==> src/rtl/ucode_sequencer.sv <==
// Microcode sequencer: expands macro instructions matched against two entry slots
// into ROM-resident micro-op sequences, freezing fetch while a sequence runs.
module ucode_sequencer #(
  parameter int unsigned UOP_W = 32,
  parameter int unsigned DEPTH = 16
) (
  input  logic             clk,
  input  logic             rst,
  input  logic [UOP_W-1:0] instr_in,
  input  logic             instr_valid,
  input  logic             flush,
  input  logic             cfg_we,
  input  logic [3:0]       cfg_addr,
  input  logic [UOP_W:0]   cfg_data,
  input  logic             ent_we,
  input  logic             ent_sel,
  input  logic [11:0]      ent_data,
  output logic             control,
  output logic [UOP_W-1:0] uop,
  output logic             uop_valid,
  output logic             seq_done,
  output logic             seq_err
);

  typedef enum logic [1:0] {StIdle, StSeq, StDone} state_e;

  state_e         state_q, state_d;
  logic [3:0]     upc_q, upc_d;
  logic [3:0]     cnt_q, cnt_d;
  logic           ovr_q, ovr_d;
  logic [UOP_W:0] rom_q [DEPTH];
  logic           slot_en_q   [2];
  logic [6:0]     slot_op_q   [2];
  logic [3:0]     slot_addr_q [2];

  logic [6:0]     opcode;
  logic           hit0, hit1, match;
  logic [3:0]     entry;
  logic [UOP_W:0] rom_word;

  assign opcode   = instr_in[UOP_W-1 -: 7];
  assign hit0     = slot_en_q[0] && (opcode == slot_op_q[0]);
  assign hit1     = slot_en_q[1] && (opcode == slot_op_q[1]);
  assign match    = instr_valid && !flush && (hit0 || hit1);
  assign entry    = hit0 ? slot_addr_q[0] : slot_addr_q[1];
  assign rom_word = rom_q[upc_q];

  always_ff @(posedge clk or negedge rst) begin
    if (!rst) begin
      state_q <= StIdle;
      upc_q   <= '0;
      cnt_q   <= '0;
      ovr_q   <= 1'b0;
    end else begin
      state_q <= state_d;
      upc_q   <= upc_d;
      cnt_q   <= cnt_d;
      ovr_q   <= ovr_d;
    end
  end

  // Configuration storage; writes land at the edge, so same-cycle reads see old data.
  always_ff @(posedge clk or negedge rst) begin
    if (!rst) begin
      for (int i = 0; i < int'(DEPTH); i++) rom_q[i] <= '0;
      for (int s = 0; s < 2; s++) begin
        slot_en_q[s]   <= 1'b0;
        slot_op_q[s]   <= '0;
        slot_addr_q[s] <= '0;
      end
    end else begin
      if (cfg_we) rom_q[cfg_addr] <= cfg_data;
      if (ent_we) begin
        slot_en_q[ent_sel]   <= ent_data[11];
        slot_op_q[ent_sel]   <= ent_data[10:4];
        slot_addr_q[ent_sel] <= ent_data[3:0];
      end
    end
  end

  always_comb begin
    state_d   = state_q;
    upc_d     = upc_q;
    cnt_d     = cnt_q;
    ovr_d     = ovr_q;
    control   = 1'b0;
    uop       = '0;
    uop_valid = 1'b0;
    unique case (state_q)
      StIdle: begin
        // Pass-through is gated by reset so outputs are quiet while rst is low.
        uop = rst ? instr_in : '0;
        if (match) begin
          control = 1'b1;
          state_d = StSeq;
          upc_d   = entry;
          cnt_d   = '0;
          ovr_d   = 1'b0;
        end else begin
          uop_valid = rst && instr_valid && !flush;
        end
      end
      StSeq: begin
        uop       = rom_word[UOP_W-1:0];
        uop_valid = !flush;
        control   = 1'b1;
        if (flush) begin
          state_d = StIdle;
        end else begin
          upc_d = upc_q + 4'd1;
          cnt_d = cnt_q + 4'd1;
          if (rom_word[UOP_W]) begin
            state_d = StDone;
            ovr_d   = 1'b0;
          end else if (cnt_q == 4'd15) begin
            state_d = StDone;
            ovr_d   = 1'b1;
          end
        end
      end
      StDone: begin
        state_d = StIdle;
      end
      default: begin
        state_d = StIdle;
      end
    endcase
  end

  assign seq_done = (state_q == StDone) && !ovr_q;
  assign seq_err  = (state_q == StDone) && ovr_q;

endmodule

==> config.mk <==
export PLATFORM = sky130hd
export DESIGN_NAME = ucode_sequencer
export DESIGN_NICKNAME = d
export VERILOG_FILES = /design/src/rtl/ucode_sequencer.sv
export SDC_FILE = /design/constraint.sdc
export NUM_CORES = 1
export LEC_CHECK = 0
export ABC_CLOCK_PERIOD_IN_PS = 3050
export CAP_MARGIN = 15
export CORE_AREA = 5 5 211 213
export CTS_CLUSTER_DIAMETER = 40
export DETAILED_ROUTE_END_ITERATION = 16
export DIE_AREA = 0 0 216 218
export PLACE_DENSITY = 0.8
export REMOVE_ABC_BUFFERS = 1
export SLEW_MARGIN = 0
export SYNTH_ARGS = -nofsm -noshare
export SYNTH_HDL_FRONTEND = slang
export SYNTH_SLANG_ARGS = --single-unit
==> constraint.sdc <==
create_clock -name clk -period 3.05 [get_ports clk]
set_clock_uncertainty 0.15 [all_clocks]
set_input_delay 0.61 -clock clk [delete_from_list [all_inputs] [get_ports clk]]
set_output_delay 0.61 -clock clk [all_outputs]
set_load 0.05 [all_outputs]
# After elaboration in Yosys (flattened, before gate mapping)
# Index checks and enable logic that the tools add are counted.
totals:
  elab_cells: 101
  latchBits: 0
  mem_count: 0
  input_bits: 88
  ff_bits: 563
  ramBits: 0
  rom_bits: 0
  output_inout_bits: 36
op_classes:
  n_mul: 0
  n_addsub: 2
  mux: 38
  div_mod_pow: 0
  n_shift: 0
  bitwise: 3
  eq_ne: 9
  n_reduce_logical: 18
  n_lt_le_gt_ge: 5
ops:
  columns: ["operator", "n"]
  rows:
  - ["528-bit bitwise mux", 1]
  - ["33-bit binary-select mux with 4-bit select", 1]
  - ["33-bit demux with 4-bit select", 1]
  - ["33-bit 2-to-1 mux", 3]
  - ["32-bit one-hot mux with 2 select lines", 1]
  - ["32-bit 2-to-1 mux", 1]
  - ["4-bit 2-to-1 mux", 6]
  - ["4-bit one-hot mux with 2 select lines", 2]
  - ["14-bit bitwise mux", 1]
  - ["7-bit equality test", 2]
  - ["5-bit greater-or-equal comparator, second input constant", 2]
  - ["1-bit logical AND", 10]
  - ["4-bit NOT with 5-bit output", 2]
  - ["4-bit by 1-bit adder with 4-bit output, second input constant", 2]
  - ["8-bit bitwise mux", 1]
  - ["2-bit 2-to-1 mux", 4]
  - ["7-bit demux with 1-bit select", 1]
  - ["1-bit 2-to-1 mux", 7]
  - ["7-bit 2-to-1 mux", 1]
  - ["1-bit one-hot mux with 2 select lines", 3]
  - ["5-bit by 1-bit less-than comparator with 1-bit output, second input constant", 1]
  - ["4-bit demux with 1-bit select", 1]
  - ["4-bit equality test, second input constant", 1]
  - ["2-bit != test, second input constant", 2]
  - ["17 further kinds", 18]

# Logic depth before layout (Yosys ltp)
# Gate-level depths: netlist of run 1.
logic_depth:
  word_depth: 7
  depth_mapped: 7
  ltp_nobuf: 6

# Worst setup path before layout of run 1
# No wires, ideal clock.
synth_timing:
  path_kind: "register to output"
  startpoint: "reg upc_q[1]"
  endpoint: "out uop[10]"
  n_path_buf: 3
  slack_ns: 0.017
  stages_incl_launch_ff: 7
  required_ns: 2.290
  t_arrival_ns: 2.273
  path_cell_list: "dfrtp_1 > clkbuf_1 > clkbuf_1 > buf_1 > mux4_2 > mux4_2 > a22o_1"
synth_via:
  elab_chain_cells: 5
synth_lines:
  columns: ["item", "line_no", "text"]
  rows:
  - ["start: declaration", "28", "logic [3:0] upc_q, upc_d;"]
  - ["start signal: assignment", "56", "upc_q <= upc_d;"]
  - ["4-bit NOT with 5-bit output (not written as such)", "46", "assign rom_word = rom_q[upc_q];"]
  - ["33-bit binary-select mux with 4-bit select", "46", null]
  - ["33-bit 2-to-1 mux (not written as such) (2 in a row)", "46", null]
  - ["32-bit one-hot mux with 2 select lines", "89", "unique case (state_q)"]
  - ["end: declaration", "19", "output logic [UOP_W-1:0] uop,"]
# Every way passes these cells. The select of a mux whose other input is x is not followed.

# Final worst setup path of run 1
layout_timing:
  startpoint: "reg upc_q[0]"
  endpoint: "out uop[31]"
# Same word-level chain as after synthesis.

==> results of run 1 <==
-- power by group through the flow --
stage	registers, mW	logic, mW	clock network, mW
after detailed placement	10.2	6.91	0
after global routing	10.3	8.03	9.35
final	10.1	7.52	8.90
after floorplan	10.3	4.50	0
after CTS	10.1	7.45	9.01
after global placement	10.1	6.74	0
-- metrics by stage --
| stage | util | setup slack [ns] | instances |
|---|---|---|---|
| after floorplan | - | -4.39 | 1415 |
| after detailed placement | 0.659 | -0.0383 | 2146 |
| after CTS | 0.730 | -0.555 | 2308 |
| after global placement | 0.659 | -0.0555 | 2146 |
| after global routing | 0.734 | -0.616 | 2313 |
| final | 0.734 | -0.570 | 2313 |
-- state kept, by name, indices dropped and copies added (netlist names) --
name / count
rom_q: 528
slot_op_q: 14
slot_addr_q: 8
cnt_q: 4
upc_q: 4
slot_en_q: 2
state_q: 2
ovr_q: 1
-- synth_stat cells, drive strengths merged (5+ instances only) --
cell type / instances
buf: 30
clkbuf: 107
dfrtp: 563
a22o: 33
nand2: 6
mux2: 554
nor2: 19
nand3: 5
xnor2: 14
mux4: 165
mux2i: 5
-- routing by layer --
metal,track usage,routed length [microns],vias up
met5,0,13,-
li1,-,-,6193
met4,0.0799,1420,2
met2,0.450,31400,374
met3,0.0440,2790,112
met1,0.369,26000,8049
-- logic make-up after synthesis --
logic type,after synthesis,share of synthesized area
buf+inv,139,0.0227
compound gates,52,0.0167
xor+xnor,14,0.00480
fa+ha+maj,2,0.000979
mux,724,0.392
flops,563,0.551
simple gates,58,0.0118
-- worst max-delay path by stage --
stage,from,end,slack [ns],cells past startpoint
3_3_place_gp,instr_in[28],control,-0.06,8
5_1_grt,upc_q[0],uop[27],-0.62,6
4_1_cts,upc_q[0],uop[31],-0.56,6
2_1_floorplan,upc_q[0],uop[17],-4.39,3
3_5_place_dp,instr_in[31],control,-0.04,8
6_report,upc_q[0],uop[31],-0.57,6
-- final cells by class --
type                            count  area share
Antenna cell                        1   0.0000803
Clock buffer                      102      0.0710
Sequential cell                   563       0.452
Timing Repair Buffer              210      0.0893
Inverter                            2    0.000241
Tap cell                          546      0.0219
Multi-Input combinational cell    850       0.353
Clock inverter                     39      0.0125
-- what timing repair did --
item,in CTS,in global routing
buffers inserted,16,1
hold buffers,1,0
endpoints found under the setup margin,33,35
endpoints found under the hold margin,102,0
resized for setup,31,15
pin swaps,3,5
cloned,4,3
-- worst max-delay path, stage by stage (launching register included) --
cell and delay (ns):
sky130_fd_sc_hd__dfrtp_4 0.47, sky130_fd_sc_hd__buf_12 0.18, sky130_fd_sc_hd__buf_12 0.17, sky130_fd_sc_hd__mux4_2 0.51
sky130_fd_sc_hd__mux4_2 0.54, sky130_fd_sc_hd__a22o_1 0.24, sky130_fd_sc_hd__buf_12 0.15
==> run_results.csv, run 1 <==
group,metric,value,unit
clock_tree,clock_tree_from_tritoncts,"yes",
finish,nNetsFinal,1793,
placed_design,placedInstanceArea,28000,sq um
finish,design_area,31200,sq um
worst_setup_path,worst-endpoint-required,2.29,ns
clock_tree,cts.reportedPaths.clkPinSlew,0.05,ns
detailed_routing,drc_violation_total_after_the_first_tritonroute_iteration,963,
synth,netlist_top_cells_area,"sky130_fd_sc_hd__dfrtp_1 (55%), sky130_fd_sc_hd__mux2_2 (24%), sky130_fd_sc_hd__mux4_2 (15%)",
run,drv_cap,0,
detailed_routing,vias,14700,
detailed_routing,wl_per_cell,26.6,microns
detailed_routing,vias_per_cell,6.37,
global_routing,total_routing_usage_reported_by_global_routing,0.268,
floorplanning,initial_core_util,0.601,
hold_path,worstHoldPathCells,1,
worst_setup_path,timing.critical_path.arrival,2.86,ns
pwr,switchingPower,7.20,mW
floorplanning,core,42500,sq um
synth,post_synth.cell_area_avg,16.5,sq um
finish,area_delta_synth_final,22.0,%
pwr,static_leakage_power,13.3,nW
clock_tree,cts_root_buf,"sky130_fd_sc_hd__clkbuf_16",
clock_tree,clockBufferDepth,3,
synth,synth_largest_type_area_fraction,0.551,
pwr,p_total,26.5,mW
pwr,power_report.internal_total,19.3,mW
synth,synth_cells,1552,
floorplanning,die_height,218,microns
finish,fillers,2508,
timing,clock.fmax,0.276,GHz
clock_tree,cts_made_buffers,76,
timing,fin_ws,-0.570,ns
clock_tree,worstSkewPairLatency,0.60,ns
worst_setup_path,worstReg2RegEnd,"state_q[0]",
pwr,netSwitchingFraction,0.271,
run_status,violations,"negative setup slack",
pwr,p_comb_frac,0.283,
placed_design,detailedPlacementHpwl,32.9,mm
global_routing,global_route_wire_length_before_repair,98.0,mm
global_routing,number_of_antenna_violations_at_the_first_check_in_global_routing,2,
global_routing,grt_start_max_net_pins,183,
timing,setup_tns,-16.03,ns
worst_setup_path,regToRegSetupSlack,0.45,ns
placed_design,gp_congestion,0.757,
detailed_routing,drt_drc_violations_left,0,
timing,period_utilisation_layout,1.19,
pwr,max-vdd-ir-drop,0.594,mV
finish,most_common_cell_after_layout_fill_and_taps_aside,"sky130_fd_sc_hd__dfrtp_1",
finish,layout.cells.most_common_list,"sky130_fd_sc_hd__dfrtp_1 (560), sky130_fd_sc_hd__mux2_2 (554), sky130_fd_sc_hd__mux4_2 (165)",
timing,report.final.setup_viol,32,
finish,drive_above_1_share,0.567,
worst_setup_path,rr_worst_depth,9,
synth,synth_top_flop_cell,"sky130_fd_sc_hd__dfrtp_1",
finish,ff_latch_area,14100,sq um
worst_setup_path,critical_path.startpoint_type,"flip-flop",
pwr,power.sequential.fraction,0.382,
placed_design,io_buffer_count,123,
worst_setup_path,cp-end-kind,"primary output",
synth,synth_largest_area_cell,"sky130_fd_sc_hd__dfrtp_1",
detailed_routing,drt-pass1-iter-count,5,
clock_tree,cts_sinks,563,
timing,hold_viol_final,0,
synth,yosysSeqAreaShare,0.551,
synth,synth_cell_type_count,39,
floorplanning,area_of_the_die,47100,sq um
timing,maxSlewViolCount,0,
hold_path,whs_endpoint,"rom_q[25]",
hold_path,worstHoldPathType,"flip-flop to flip-flop",
synth,post_synth_instance_area,25600,sq um
hold_path,hold_path_startpoint,"rom_q[25]",
worst_setup_path,critPathMaxFanout,12,
synth,synth-edff-count,0,
timing,holdWs,0.348,ns
worst_setup_path,crit-reg2reg-launch,"upc_q[0]",
synth,synth.ff_latch_count,563,
detailed_routing,wl,61.6,mm
synth,count_of_yosys_warnings_during_synthesis,0,
floorplanning,die_width,216,microns
detailed_routing,postRouteAntennaNets,0,
worst_setup_path,worst-setup-path-type,"flip-flop to primary output",
global_routing,grt_pass1_vias,16400,
global_routing,grt_overflow,0,
floorplanning,ioPinCount,124,
timing,unrepaired_setup_endpoints_after_global_routing,"yes",
floorplanning,floorplan.rows,76,
synth,share_of_async_settable_or_async_resettable_flops_after_synthesis,1.00,
run_status,run_status,"complete, but fails checks",
pwr,power-per-cell-area,851,nW/um^2
timing,finalWorstPathRequiredPeriod,3.62,ns
timing,max-slew-margin-rel,0.355,
timing,worst_margin_slew,0.967,ns
finish,multi_input_comb_area,11000,sq um
clock_tree,cts_htree_levels,3,
pwr,share_clk_of_total_power,0.335,
No activity file was read; power rests on OpenSTA's default activity.
==> inputs of run 2 (changes only) <==
--- a/config.mk
+++ b/config.mk
@@ -11,9 +11,9 @@
 export CTS_CLUSTER_DIAMETER = 40
 export DETAILED_ROUTE_END_ITERATION = 16
 export DIE_AREA = 0 0 216 218
-export PLACE_DENSITY = 0.8
+export PLACE_DENSITY = 0.84
 export REMOVE_ABC_BUFFERS = 1
-export SLEW_MARGIN = 0
+export SLEW_MARGIN = 20
 export SYNTH_ARGS = -nofsm -noshare
 export SYNTH_HDL_FRONTEND = slang
 export SYNTH_SLANG_ARGS = --single-unit
==> run 2 against run 1 <==
Effect of this change:
- the flow still finishes with violations (negative setup slack)
- core utilization down 1.3 points
- die area stayed put
- fmax grew 0.56%
- design area fell by 1.8%
- total power decreased by 2.2%
- critical endpoint is now uop[6]
- highest routed layer unchanged
==> run_results.csv, run 2 (same netlist as run 1, synthesis figures left out) <==
group,metric,value,unit
finish,top_register,"rom_q",
pwr,power-per-cell-area,848,nW/um^2
finish,design_area,30600,sq um
worst_setup_path,cp-endpoint,"uop[6]",
placed_design,dp_cells,2159,
worst_setup_path,critPathMaxFanout,11,
worst_setup_path,worstSetupStartpoint,"upc_q[0]",
run,drv_cap,0,
floorplanning,initial_core_util,0.601,
global_routing,number_of_antenna_violations_at_the_first_check_in_global_routing,3,
detailed_routing,drt_drc_violations_left,0,
pwr,static_leakage_power,13.0,nW
worst_setup_path,max_stage_delay,0.53,ns
placed_design,detailedPlacementHpwl,32.9,mm
detailed_routing,vias,14800,
floorplanning,floorplan.rows,76,
floorplanning,core,42500,sq um
global_routing,grt_overflow,0,
detailed_routing,drc_violation_total_after_the_first_tritonroute_iteration,1157,
finish,final_util,0.720,
worst_setup_path,worst-setup-path-type,"flip-flop to primary output",
clock_tree,cts_made_buffers,71,
timing,hold_viol_final,0,
timing,report.final.setup_viol,32,
timing,unrepaired_setup_endpoints_after_global_routing,"yes",
placed_design,gp_congestion,0.793,
clock_tree,clock_tree_from_tritoncts,"yes",
timing,worst_margin_slew,0.957,ns
clock_tree,cts_root_buf,"sky130_fd_sc_hd__clkbuf_16",
timing,fin_ws,-0.550,ns
worst_setup_path,cp-end-kind,"primary output",
finish,area_delta_synth_final,19.8,%
worst_setup_path,worst-endpoint-required,2.29,ns
finish,layout.cells.most_common_list,"sky130_fd_sc_hd__dfrtp_1 (560), sky130_fd_sc_hd__mux2_2 (554), sky130_fd_sc_hd__mux4_2 (165)",
worst_setup_path,regToRegSetupSlack,0.64,ns
floorplanning,die_width,216,microns
finish,largest_register_ff_count,528,
timing,clock.fmax,0.278,GHz
clock_tree,clockBufferDepth,3,
finish,most_common_cell_after_layout_fill_and_taps_aside,"sky130_fd_sc_hd__dfrtp_1",
timing,period_utilisation_layout,1.18,
floorplanning,die_height,218,microns
finish,nNetsFinal,1781,
timing,max-slew-margin-rel,0.362,
floorplanning,area_of_the_die,47100,sq um
global_routing,grt_pass1_vias,16500,
pwr,max-vdd-ir-drop,0.399,mV
finish,largest_registers,"rom_q: 528 flops, slot_op_q: 14 flops, slot_addr_q: 8 flops",
clock_tree,cts_sinks,563,
worst_setup_path,critical-path-slowest-cell,"sky130_fd_sc_hd__mux4_2",
run_status,violations,"negative setup slack",
detailed_routing,postRouteAntennaNets,0,
clock_tree,cts.reportedPaths.clkPinSlew,0.06,ns
clock_tree,cts_htree_levels,3,
hold_path,worstHoldPathType,"primary input to async pin",
clock_tree,worstSkewPairLatency,0.58,ns
detailed_routing,wl_per_cell,26.4,microns
timing,finalWorstPathRequiredPeriod,3.60,ns
placed_design,placedInstanceArea,28000,sq um
worst_setup_path,rr_worst_depth,8,
global_routing,global_route_wire_length_before_repair,96.8,mm
run_status,run_status,"complete, but fails checks",
worst_setup_path,timing.critical_path.arrival,2.84,ns
global_routing,total_routing_usage_reported_by_global_routing,0.264,
detailed_routing,wl,60.5,mm
finish,drive_above_1_share,0.560,
placed_design,io_buffer_count,123,
worst_setup_path,worstReg2RegEnd,"state_q[0]",
timing,maxSlewViolCount,0,
finish,final-instance-count-excl-fill,2290,
global_routing,grt_start_max_net_pins,177,
worst_setup_path,crit-reg2reg-launch,"upc_q[0]",
worst_setup_path,crit_path_cells,"buf_12 -> buf_4 -> mux4_2 -> mux4_2 -> a22o_1 -> buf_4",
floorplanning,ioPinCount,124,
detailed_routing,vias_per_cell,6.46,
worst_setup_path,critical_path.startpoint_type,"flip-flop",
detailed_routing,drt-pass1-iter-count,6,
run 2: layout make-up:
type	count	area, sq um
Antenna cell	1	2.50
Inverter	2	7.51
Fill cell	2528	11900
Clock buffer	93	2070
Clock inverter	32	410
Sequential cell	563	14100
Multi-Input combinational cell	850	11000
Timing Repair Buffer	203	2370
Tap cell	546	683
run 2: layer usage:
layer,up-vias,GRT usage,wire (microns)
li1,6154,-,-
met1,8083,0.373,25600
met2,457,0.434,30400
met3,102,0.0486,3200
met4,4,0.0717,1250
met5,-,0,27
run 2: power by group:
| group | total (mW) | switching (mW) | leakage, nW | internal (mW) |
|---|---|---|---|---|
| sequential | 10.2 | 0.956 | 6.89 | 9.19 |
| clock | 8.67 | 3.26 | 1.21 | 5.40 |
| combinational | 7.13 | 2.75 | 4.88 | 4.38 |
run 2: how the worst min path moves through the flow:
stage | endpoint | depth (start not counted) | slack (ns) | from
2_1_floorplan | cnt_q[0] | 0 | 0.16 | rst
3_3_place_gp | ovr_q | 1 | 0.26 | rst
3_5_place_dp | ovr_q | 1 | 0.26 | rst
4_1_cts | rom_q[98] | 2 | 0.04 | rst
5_1_grt | rom_q[98] | 2 | 0.07 | rst
6_report | rom_q[98] | 2 | 0.002 | rst
run 2: metrics by stage:
step	setup slack [ns]	hold WS [ns]	power (mW)	TNS, ns
after global placement	-0.0930	0.262	16.9	-0.151
after floorplan	-4.39	0.164	14.8	-163.63
after detailed placement	-0.0647	0.261	17.3	-0.115
after CTS	-0.585	0.0440	26.1	-17.01
after global routing	-0.611	0.0722	27.1	-18.23
final	-0.550	0.00195	26.0	-15.88
run 2: what timing repair did:
action | 4_1_cts | 5_1_grt
hold buffers | 2 | 0
setup buffers | 2 | 1
resized for setup | 30 | 5
gates cloned | 0 | 0
endpoints found under the setup margin | 34 | 34
hold endpoints to repair | 3 | 0
pin swaps | 1 | 3
run 2: critical path, delay by kind of cell, from the launching register on:
kind	cells	cell delay [ns]
buffers and inverters	3	0.54
AOI/OAI and AO/OA	1	0.22
muxes	2	1.04
DFF	1	0.45
==> inputs of run 3 (changes only) <==
==> constraint.sdc (replaced) <==
create_clock -name clk -period 3.05 [get_ports clk]
set_clock_uncertainty 0.15 [all_clocks]
set_input_delay 0.61 -clock clk [delete_from_list [all_inputs] [get_ports clk]]
set_output_delay 0.61 -clock clk [all_outputs]
set_load 0.1 [all_outputs]
==> run 3 against run 2 <==
Effect of this change:
- the run still ends with negative setup slack left
- global-route usage grew 0.51 points
- largest power group unchanged
- cell count up 0.48%
- non-clock buffer count rose by 7
- clock power rose by 4.4%
- design area up 2.2%
- first-iteration DRC count shrank 5.3%
- worst setup slack got worse by 0.023 ns
==> run_results.csv, run 3 (same netlist as run 1, synthesis figures left out) <==
group,metric,value,unit
pwr,power_report.internal_total,19.6,mW
floorplanning,die_width,216,microns
finish,final-instance-count-excl-fill,2301,
worst_setup_path,cp-end-kind,"primary output",
pwr,share_clk_of_total_power,0.337,
placed_design,place_worst_setup_slack,-0.114,ns
worst_setup_path,worst-endpoint-required,2.29,ns
worst_setup_path,critical-path-slowest-cell,"sky130_fd_sc_hd__mux4_2",
clock_tree,cts_made_buffers,73,
pwr,netSwitchingFraction,0.271,
timing,maxSlewViolCount,0,
floorplanning,ioPinCount,124,
timing,hold_viol_final,0,
pwr,power.sequential.fraction,0.379,
detailed_routing,vias_per_cell,6.44,
finish,area_delta_synth_final,22.5,%
detailed_routing,postRouteAntennaNets,0,
finish,largest_register_ff_count,528,
run_status,run_status,"complete, but fails checks",
worst_setup_path,crit_path_cells,"buf_12 -> buf_8 -> mux4_2 -> mux4_2 -> a22o_1 -> buf_12",
timing,period_utilisation_layout,1.19,
floorplanning,floorplan.rows,76,
detailed_routing,drc_violation_total_after_the_first_tritonroute_iteration,1096,
placed_design,io_buffer_count,123,
worst_setup_path,critPathMaxFanout,9,
finish,drive_above_1_share,0.564,
timing,report.final.setup_viol,32,
hold_path,worstHoldPathType,"flip-flop to flip-flop",
finish,top_register,"rom_q",
timing,max-slew-margin-rel,0.406,
floorplanning,initial_core_util,0.601,
finish,largest_registers,"rom_q: 528 flops, slot_op_q: 14 flops, slot_addr_q: 8 flops",
detailed_routing,vias,14800,
clock_tree,cts_root_buf,"sky130_fd_sc_hd__clkbuf_16",
detailed_routing,drt-pass1-iter-count,4,
finish,nNetsFinal,1790,
placed_design,gp_congestion,0.774,
clock_tree,cts.reportedPaths.clkPinSlew,0.06,ns
run_status,violations,"negative setup slack",
timing,fin_ws,-0.573,ns
detailed_routing,wl,62.3,mm
global_routing,grt_pass1_vias,16500,
pwr,static_leakage_power,13.3,nW
global_routing,total_routing_usage_reported_by_global_routing,0.269,
pwr,power-per-cell-area,858,nW/um^2
pwr,max-vdd-ir-drop,0.417,mV
timing,worst_margin_slew,0.891,ns
global_routing,global_route_wire_length_before_repair,98.0,mm
clock_tree,cts_sinks,563,
worst_setup_path,max_stage_delay,0.52,ns
global_routing,number_of_antenna_violations_at_the_first_check_in_global_routing,3,
worst_setup_path,timing.critical_path.max_delay_family,"multiplexers",
pwr,p_comb_frac,0.284,
run,drv_cap,0,
global_routing,grt_overflow,0,
floorplanning,die_height,218,microns
detailed_routing,drt_drc_violations_left,0,
finish,layout.cells.most_common_list,"sky130_fd_sc_hd__dfrtp_1 (560), sky130_fd_sc_hd__mux2_2 (554), sky130_fd_sc_hd__mux4_2 (165)",
floorplanning,core,42500,sq um
clock_tree,cts_htree_levels,3,
timing,clock.fmax,0.276,GHz
global_routing,grt_start_max_net_pins,203,
finish,most_common_cell_after_layout_fill_and_taps_aside,"sky130_fd_sc_hd__dfrtp_1",
clock_tree,clock_tree_from_tritoncts,"yes",
worst_setup_path,worst-setup-path-type,"flip-flop to primary output",
clock_tree,worstSkewPairLatency,0.58,ns
clock_tree,clockBufferDepth,3,
pwr,switchingPower,7.27,mW
timing,finalWorstPathRequiredPeriod,3.62,ns
timing,unrepaired_setup_endpoints_after_global_routing,"yes",
detailed_routing,wl_per_cell,27.1,microns
worst_setup_path,timing.critical_path.arrival,2.86,ns
placed_design,detailedPlacementHpwl,33.0,mm
floorplanning,area_of_the_die,47100,sq um
placed_design,dp_cells,2151,
worst_setup_path,worstPathBufferInverterCount,3,
worst_setup_path,critical_path.startpoint_type,"flip-flop",
## run 3: cell count changes in the layout (fill, tap and decap cells not counted), moves of 3 or more
cell / previous run / this run
sky130_fd_sc_hd__buf_6: 26 / 4
sky130_fd_sc_hd__clkbuf_16: 76 / 82
sky130_fd_sc_hd__buf_4: 47 / 35
sky130_fd_sc_hd__buf_12: 37 / 71
sky130_fd_sc_hd__dlygate4sd2_1: 0 / 3
sky130_fd_sc_hd__clkbuf_8: 10 / 7
sky130_fd_sc_hd__buf_16: 2 / 6
sky130_fd_sc_hd__buf_8: 1 / 4
sky130_fd_sc_hd__clkinv_2: 9 / 6
sky130_fd_sc_hd__clkdlybuf4s50_1: 84 / 79
sky130_fd_sc_hd__bufinv_16: 7 / 10
## run 3: path summary, 6_finish.rpt
| path | start | endpoint | slack, ns | cells after the start |
|---|---|---|---|---|
| worst max-delay path | upc_q[0] | uop[26] | -0.57 | 6 |
| worst min-delay path | rom_q[350] | rom_q[350] | 0.35 | 1 |
| worst max register to register | upc_q[0] | state_q[1] | 0.47 | 8 |
| worst min register to register | rom_q[350] | rom_q[350] | 0.35 | 1 |
| max in group asynchronous | rst | rom_q[184] | 0.71 | 5 |
| min in group asynchronous | rst | rom_q[245] | 0.55 | 3 |
## run 3: cell type report
cell class | count | area, sq um
inverter | 2 | 7.51
tap | 546 | 683
clock buffer | 95 | 2110
multi-input combinational | 850 | 11000
fill | 2377 | 11200
clock inverter | 33 | 495
timing repair buffer | 210 | 2910
antenna | 2 | 5.00
sequential | 563 | 14100
## run 3: power by group through the flow
stage / logic [mW] / registers [mW] / clock network [mW]
after global routing: 8.12 / 10.3 / 9.50
final: 7.62 / 10.2 / 9.05
after CTS: 7.57 / 10.1 / 9.15
after detailed placement: 6.98 / 10.3 / 0
after global placement: 6.76 / 10.1 / 0
after floorplan: 4.60 / 10.3 / 0
## run 3: metal layers
metal,GRT usage,share of wire,vias up
met2,0.448,0.51,453
li1,-,-,6187
met5,0,0.00030,-
met3,0.0548,0.058,107
met4,0.0867,0.022,2
met1,0.364,0.41,8074
## run 3: per-stage QoR
| stage | power [mW] | setup TNS [ns] | hold WS [ns] | cell area (sq um) | utilization |
|---|---|---|---|---|---|
| after floorplan | 14.9 | -170.52 | 0.164 | 25000 | - |
| after global placement | 16.9 | -1.19 | 0.332 | 28200 | 0.665 |
| after detailed placement | 17.2 | -1.83 | 0.337 | 28200 | 0.665 |
| after CTS | 26.8 | -18.66 | 0.351 | 31100 | 0.733 |
| after global routing | 28.0 | -19.27 | 0.360 | 31300 | 0.736 |
| final | 26.8 | -17.17 | 0.350 | 31300 | 0.736 |
## run 3: timing repair
| item | CTS | global route |
|---|---|---|
| buffers inserted | 10 | 2 |
| gates cloned | 4 | 3 |
| endpoints found under the hold margin | 90 | 0 |
| hold buffers | 1 | 0 |
| gates resized for setup | 26 | 10 |
| setup endpoints to repair | 34 | 34 |
| pin swaps | 8 | 9 |
